--- src/rtl/addsub_accumulator_pkg.sv ---
// Shared types, widths and helpers for the add/sub accumulator stage.
// Holds FSM encoding, operand modes and the signed-overflow rule.
package addsub_accumulator_pkg;

    localparam int DATA_W = 16;

    localparam logic MODE_ADD = 1'b0;
    localparam logic MODE_SUB = 1'b1;

    typedef enum logic {
        ST_ACCUM = 1'b0,
        ST_DONE  = 1'b1
    } state_t;

    // Signed overflow of a +/- b giving s.
    function automatic logic ovf_of(
        input logic              mode,
        input logic [DATA_W-1:0] a,
        input logic [DATA_W-1:0] b,
        input logic [DATA_W-1:0] s
    );
        logic w_same;
        logic w_flip;
        w_same = (a[DATA_W-1] == b[DATA_W-1]);
        w_flip = (s[DATA_W-1] != a[DATA_W-1]);
        if (mode == MODE_ADD)
            return w_same && w_flip;
        else
            return !w_same && w_flip;
    endfunction

endpackage

--- src/rtl/addsub_accumulator_if.sv ---
// Operand-in and result-out valid/ready streams of the accumulator.
// master = producer/consumer side, slave = the accumulator stage.
import addsub_accumulator_pkg::*;

interface addsub_accumulator_if #(
    parameter int CNT_W = 8
);
    logic              in_valid;
    logic              in_ready;
    logic [DATA_W-1:0] in_data;
    logic              in_mode;
    logic              in_last;
    logic              out_valid;
    logic              out_ready;
    logic [DATA_W-1:0] out_sum;
    logic              out_cout;
    logic              out_ovf;
    logic [CNT_W-1:0]  out_count;

    modport master (
        output in_valid, in_data, in_mode, in_last, out_ready,
        input  in_ready, out_valid, out_sum, out_cout, out_ovf,
        input  out_count
    );

    modport slave (
        input  in_valid, in_data, in_mode, in_last, out_ready,
        output in_ready, out_valid, out_sum, out_cout, out_ovf,
        output out_count
    );
endinterface

--- src/rtl/addsub_accumulator_sub_adder.sv ---
// 16-bit adder/subtractor: sum = a + b or a - b (two's complement).
// For subtract, cout = 1 means no borrow.
import addsub_accumulator_pkg::*;

module Sub_adder_16bit (
    input  logic [DATA_W-1:0] i_a,
    input  logic [DATA_W-1:0] i_b,
    input  logic              i_mode,
    output logic [DATA_W-1:0] o_sum,
    output logic              o_cout
);
    logic [DATA_W-1:0] w_b;
    logic [DATA_W:0]   w_full;

    assign w_b    = (i_mode == MODE_SUB) ? ~i_b : i_b;
    assign w_full = {1'b0, i_a} + {1'b0, w_b}
                  + {{DATA_W{1'b0}}, i_mode};
    assign o_sum  = w_full[DATA_W-1:0];
    assign o_cout = w_full[DATA_W];
endmodule

--- src/rtl/addsub_accumulator.sv ---
// Frame accumulator: folds a stream of +/- operands into one result
// with carry, sticky signed overflow and a saturating beat count.
import addsub_accumulator_pkg::*;

module addsub_accumulator #(
    parameter int CNT_W = 8
) (
    input logic                 clk,
    input logic                 rst,
    addsub_accumulator_if.slave bus
);
    state_t            r_state;
    logic [DATA_W-1:0] r_acc;
    logic              r_ovf;
    logic [CNT_W-1:0]  r_count;
    logic [DATA_W-1:0] r_out_sum;
    logic              r_out_cout;
    logic              r_out_ovf;
    logic [CNT_W-1:0]  r_out_count;

    logic [DATA_W-1:0] w_sum;
    logic              w_cout;
    logic              w_v;
    logic              w_fire;
    logic [CNT_W-1:0]  w_cnt_nxt;

    Sub_adder_16bit u_adder (
        .i_a    (r_acc),
        .i_b    (bus.in_data),
        .i_mode (bus.in_mode),
        .o_sum  (w_sum),
        .o_cout (w_cout)
    );

    assign w_v       = ovf_of(bus.in_mode, r_acc, bus.in_data, w_sum);
    assign w_fire    = bus.in_valid && (r_state == ST_ACCUM);
    assign w_cnt_nxt = (r_count == {CNT_W{1'b1}})
                     ? r_count : r_count + 1'b1;

    assign bus.in_ready  = (r_state == ST_ACCUM);
    assign bus.out_valid = (r_state == ST_DONE);
    assign bus.out_sum   = r_out_sum;
    assign bus.out_cout  = r_out_cout;
    assign bus.out_ovf   = r_out_ovf;
    assign bus.out_count = r_out_count;

    // FSM: accumulate beats, latch result on last, hold until taken.
    always_ff @(posedge clk) begin
        if (rst) begin
            r_state     <= ST_ACCUM;
            r_acc       <= '0;
            r_ovf       <= 1'b0;
            r_count     <= '0;
            r_out_sum   <= '0;
            r_out_cout  <= 1'b0;
            r_out_ovf   <= 1'b0;
            r_out_count <= '0;
        end else begin
            unique case (r_state)
                ST_ACCUM: begin
                    if (w_fire) begin
                        if (bus.in_last) begin
                            r_out_sum   <= w_sum;
                            r_out_cout  <= w_cout;
                            r_out_ovf   <= r_ovf | w_v;
                            r_out_count <= w_cnt_nxt;
                            r_state     <= ST_DONE;
                            r_acc       <= '0;
                            r_ovf       <= 1'b0;
                            r_count     <= '0;
                        end else begin
                            r_acc   <= w_sum;
                            r_ovf   <= r_ovf | w_v;
                            r_count <= w_cnt_nxt;
                        end
                    end
                end
                ST_DONE: begin
                    if (bus.out_ready)
                        r_state <= ST_ACCUM;
                end
                default: r_state <= ST_ACCUM;
            endcase
        end
    end
endmodule
--- src/flat_wrapper.sv ---
// flat-port wrapper written by rule: the top's interface ports become plain ports
module addsub_accumulator_flat 
#(
    parameter int CNT_W = 8
)
  (clk, rst, bus_in_valid, bus_in_data, bus_in_mode, bus_in_last, bus_out_ready, bus_in_ready, bus_out_valid, bus_out_sum, bus_out_cout, bus_out_ovf, bus_out_count);
  addsub_accumulator_if #(.CNT_W(CNT_W)) bus_i ();
  input logic clk;
  input logic rst;
  input wire logic [$bits(bus_i.in_valid)-1:0] bus_in_valid;
  input wire logic [$bits(bus_i.in_data)-1:0] bus_in_data;
  input wire logic [$bits(bus_i.in_mode)-1:0] bus_in_mode;
  input wire logic [$bits(bus_i.in_last)-1:0] bus_in_last;
  input wire logic [$bits(bus_i.out_ready)-1:0] bus_out_ready;
  output wire logic [$bits(bus_i.in_ready)-1:0] bus_in_ready;
  output wire logic [$bits(bus_i.out_valid)-1:0] bus_out_valid;
  output wire logic [$bits(bus_i.out_sum)-1:0] bus_out_sum;
  output wire logic [$bits(bus_i.out_cout)-1:0] bus_out_cout;
  output wire logic [$bits(bus_i.out_ovf)-1:0] bus_out_ovf;
  output wire logic [$bits(bus_i.out_count)-1:0] bus_out_count;
  assign bus_i.in_valid = bus_in_valid;
  assign bus_i.in_data = bus_in_data;
  assign bus_i.in_mode = bus_in_mode;
  assign bus_i.in_last = bus_in_last;
  assign bus_i.out_ready = bus_out_ready;
  assign bus_in_ready = bus_i.in_ready;
  assign bus_out_valid = bus_i.out_valid;
  assign bus_out_sum = bus_i.out_sum;
  assign bus_out_cout = bus_i.out_cout;
  assign bus_out_ovf = bus_i.out_ovf;
  assign bus_out_count = bus_i.out_count;
  addsub_accumulator #(.CNT_W(CNT_W)) u_core (.clk(clk), .rst(rst), .bus(bus_i));
endmodule
--- config.mk ---
export PLATFORM = sky130hd
export DESIGN_NAME = addsub_accumulator_flat
export DESIGN_NICKNAME = d
export VERILOG_FILES = /design/src/rtl/addsub_accumulator_pkg.sv /design/src/rtl/addsub_accumulator_if.sv /design/src/rtl/addsub_accumulator_sub_adder.sv /design/src/rtl/addsub_accumulator.sv /design/src/flat_wrapper.sv
export SDC_FILE = /design/constraint.sdc
export NUM_CORES = 1
export LEC_CHECK = 0
export ABC_AREA = 1
export CAP_MARGIN = 25
export CORE_ASPECT_RATIO = 1.25
export CORE_MARGIN = 1.5
export CORE_UTILIZATION = 53
export DETAILED_ROUTE_END_ITERATION = 16
export PLACE_DENSITY = 0.8
export SYNTH_ARGS = -nofsm -noshare
export SYNTH_HDL_FRONTEND = slang
export SYNTH_SLANG_ARGS = --single-unit
--- constraint.sdc ---
create_clock -name clk -period 3.5 [get_ports clk]
set_clock_uncertainty 0.2 [all_clocks]
set_input_delay 1.05 -clock clk [delete_from_list [all_inputs] [get_ports clk]]
set_output_delay 1.05 -clock clk [all_outputs]
set_load 0.02 [all_outputs]
==> qor.yml <==
placement:
  placed_area_mm2: 0.00356
  routabilityCongestion: 0.952
  port_buffers: 49
  dpl.hpwl_mm: 5.44
hold_path:
  hold_class: "reg2reg"
  min-delay-start: "u_core.bus.out_sum[10]$_SDFFE_PP0P_"
  hold_path_depth: 2
  min_to: "u_core.bus.out_sum[10]$_SDFFE_PP0P_"
die:
  core_area_mm2: 0.00541
  fp-row-count: 30
  dieHeight_um: 86.4
  dieArea_mm2: 0.00603
  die_w_um: 69.7
  io_pins: 50
  initial_utilization: 0.546
sta:
  drv_slew: 0
  finalSetupViolCount: 0
  finalSetupTns_ns: 0
  post-route-period-util: 0.922
  grt_setup_unrepaired: "no"
  period_needed_ns: 3.23
  finalHoldViolCount: 0
  worstMarginPinSlew_ns: 0.427
  maxSlewHeadroom: 0.715
  max_freq_ghz: 0.310
synth:
  synthMuxAreaShare: 0
  yosys.area_share.adder: 0.0746
  synth_edf_count: 0
  synth_cells: 398
  async_reset_ff_frac: 0
  syn_nets: 437
  syn_area_per_cell_um2: 7.41
  synth_ff_type: "dfxtp_1"
  ys_warn_count: 0
  synth_top_family_by_area: "simple AND/OR/NAND/NOR gates"
  yosysUniqueCellTypes: 39
  seq_area_frac_synth: 0.353
  synth-simple-area-share: 0.270
  synth_compound_area_frac: 0.158
  ys_ff_latch: 52
  synthesis.area_mm2: 0.00295
  synth_xor_area_frac: 0.0831
drt:
  drt_iter0_drc: 172
  drc_errors: 0
  wire_per_inst_um: 13.6
  dr.pass1.iters: 7
  num_vias: 2820
  viasPerCell: 5.42
  antenna_violating_nets_post_route: 0
  totalWireLength_mm: 7.05
critical_path:
  cp-start-kind: "input port"
  ff2ff_setup_slack_ns: 1.34
  slowest_delay_ns: 0.42
  reg2reg_to: "u_core.r_acc[12]$_SDFFE_PP0P_"
  path_cells: "clkdlybuf4s50_1 > buf_4 > xor2_1 > ha_1 > nand2_1 > nor2_1 > nand3_1 > nand3_1 > xor2_1 > nand2_1 > a21oi_1"
  crit_arrival_ns: 3.26
  critPathSlowestCell: "clkdlybuf4s50_1"
  critPathKind: "in2reg"
  cp_max_fo: 9
  endpoint_kind: "flop"
  r2r-start: "u_core.r_acc[0]$_SDFFE_PP0P_"
  ff2ff_path_depth: 11
  cp.required_ns: 3.53
flow_run:
  drv_cap: 0
finish:
  fin_area_mm2: 0.00365
  fill_cells: 481
  multiInputGateArea_mm2: 0.00173
  drive_gt1_frac: 0.0965
  area_delta_synth_final_pct: 23.7
  diodes: 0
  final_nets: 494
  seqCellArea_mm2: 0.00104
clock_tree:
  cts_num_sinks: 52
  numCtsBuffers: 5
  cts.clk_slew.worst_paths_ns: 0.09
  clock_latency_ns: 0.31
  ctsResizeCount: 0
  cts_hold_buffers: 0
  cts_setup_buffers: 0
  clock_path_buffers: 2
  h-tree-depth: 2
  cts-root-buf: "clkbuf_8"
  cts_tree: "yes"
outcome:
  outcome: "completed"
pwr:
  ir_drop_mv: 0.240
  p_per_area_mw_per_mm2: 386
  p_leak_nw: 1.60
grt:
  grt_pass1_vias: 2532
  grt_pass1_wl_mm: 11.5
  track_usage: 0.234
  grt_max_degree: 23
  antenna_found_initial: 0
  globalRouteOverflowTotal: 0
power by group:
group / internal [mW] / switching, mW / total (mW)
Combinational: 0.173 / 0.240 / 0.413
Clock: 0.143 / 0.206 / 0.349
Sequential: 0.625 / 0.0196 / 0.645
worst max path at each step:
| stage | start | endpoint | slack (ns) | cells after the start |
|---|---|---|---|---|
| 2_1_floorplan | bus_in_mode | u_core.r_acc[11]$_SDFFE_PP0P_ | 0.37 | 15 |
| 3_3_place_gp | bus_in_mode | u_core.r_acc[12]$_SDFFE_PP0P_ | 0.05 | 11 |
| 3_5_place_dp | bus_in_mode | u_core.bus.out_ovf$_SDFFE_PP0P_ | -0.02 | 16 |
| 4_1_cts | bus_in_mode | u_core.r_acc[12]$_SDFFE_PP0P_ | 0.30 | 11 |
| 5_1_grt | bus_in_mode | u_core.bus.out_ovf$_SDFFE_PP0P_ | 0.02 | 14 |
| 6_report | bus_in_mode | u_core.r_acc[12]$_SDFFE_PP0P_ | 0.27 | 11 |
metal layers:
metal / track usage / part of all wire
met3: 0.0302 / 0.048
met2: 0.423 / 0.51
met1: 0.289 / 0.42
met5: 0 / 0
met4: 0.0804 / 0.022
state kept, by name, summed over array words and instances (netlist names):
signal and count:
u_core.bus.out_ovf 1, u_core.bus.out_valid 1, u_core.bus.out_sum 16, u_core.r_count 8
u_core.r_acc 16, u_core.bus.out_count 8, u_core.bus.out_cout 1, u_core.r_ovf 1
logic make-up after synthesis:
kind of cell,count (synthesis)
xor+xnor,28
simple gates,178
flops,52
fa+ha+maj,17
buf+inv,45
compound gates,78
critical path, delay by kind of cell:
family / cells / cell delay (ns)
XOR/XNOR: 2 / 0.39
AND/OR/NAND/NOR: 5 / 0.68
AO/OA/AOI/OAI: 1 / 0.14
buffers and inverters: 2 / 0.62
adder cells (fa/ha/maj): 1 / 0.38
cells in the final DEF (no fill, tap or decap), types with 2 or more instances in the layout:
| master | instances |
|---|---|
| xnor2_1 | 5 |
| dfxtp_1 | 52 |
| nor3_1 | 3 |
| clkdlybuf4s50_1 | 49 |
| clkbuf_8 | 5 |
| o21ai_0 | 11 |
| inv_1 | 24 |
| nor2_1 | 20 |
| or2_1 | 6 |
| nand2_2 | 6 |
| nand2_1 | 106 |
| ha_1 | 16 |
| o21ai_2 | 2 |
| inv_2 | 8 |
| o21a_1 | 2 |
| nand3_1 | 27 |
| nor2_4 | 2 |
| xor2_1 | 23 |
| o21ai_1 | 5 |
| buf_4 | 13 |
| a21oi_1 | 39 |
| a31oi_1 | 3 |
| a22o_1 | 10 |
final cells by class:
| class | instances | share of cell area |
|---|---|---|
| tap | 64 | 0.0219 |
| clock buffer | 6 | 0.0199 |
| multi-input combinational | 301 | 0.473 |
| timing repair buffer | 62 | 0.161 |
| sequential | 52 | 0.285 |
| inverter | 33 | 0.0339 |
| clock inverter | 2 | 0.00446 |
cell usage after synthesis (2+ instances only):
library cell,number,area share
buf_2,7,0.012
o21ai_0,11,0.019
nor2_4,2,0.0076
a31oi_1,3,0.0064
a22o_1,10,0.030
nand2_2,6,0.013
ha_1,16,0.068
or2_1,6,0.013
inv_2,8,0.010
nor3_1,3,0.0051
nand2_1,106,0.13
nand3_1,27,0.046
o21a_1,2,0.0051
dfxtp_1,52,0.35
xor2_1,23,0.068
a21oi_1,39,0.066
o21ai_1,5,0.0085
inv_1,24,0.031
nor2_1,20,0.025
clkbuf_1,4,0.0051
xnor2_1,5,0.015
o21ai_2,2,0.0059
metrics by stage:
stage               setup slack (ns)   util  cells  power, mW  hold WS, ns
CTS                            0.303  0.675    520       1.41        0.259
detailed placement           -0.0247  0.659    512       1.07        0.240
finish                         0.272  0.675    520       1.41        0.257
global placement              0.0508  0.659    512       1.06        0.239
floorplan                      0.373      -    398      0.926        0.250
global route                  0.0198  0.675    520       1.48        0.277
Power figures use the tool's default switching activity.
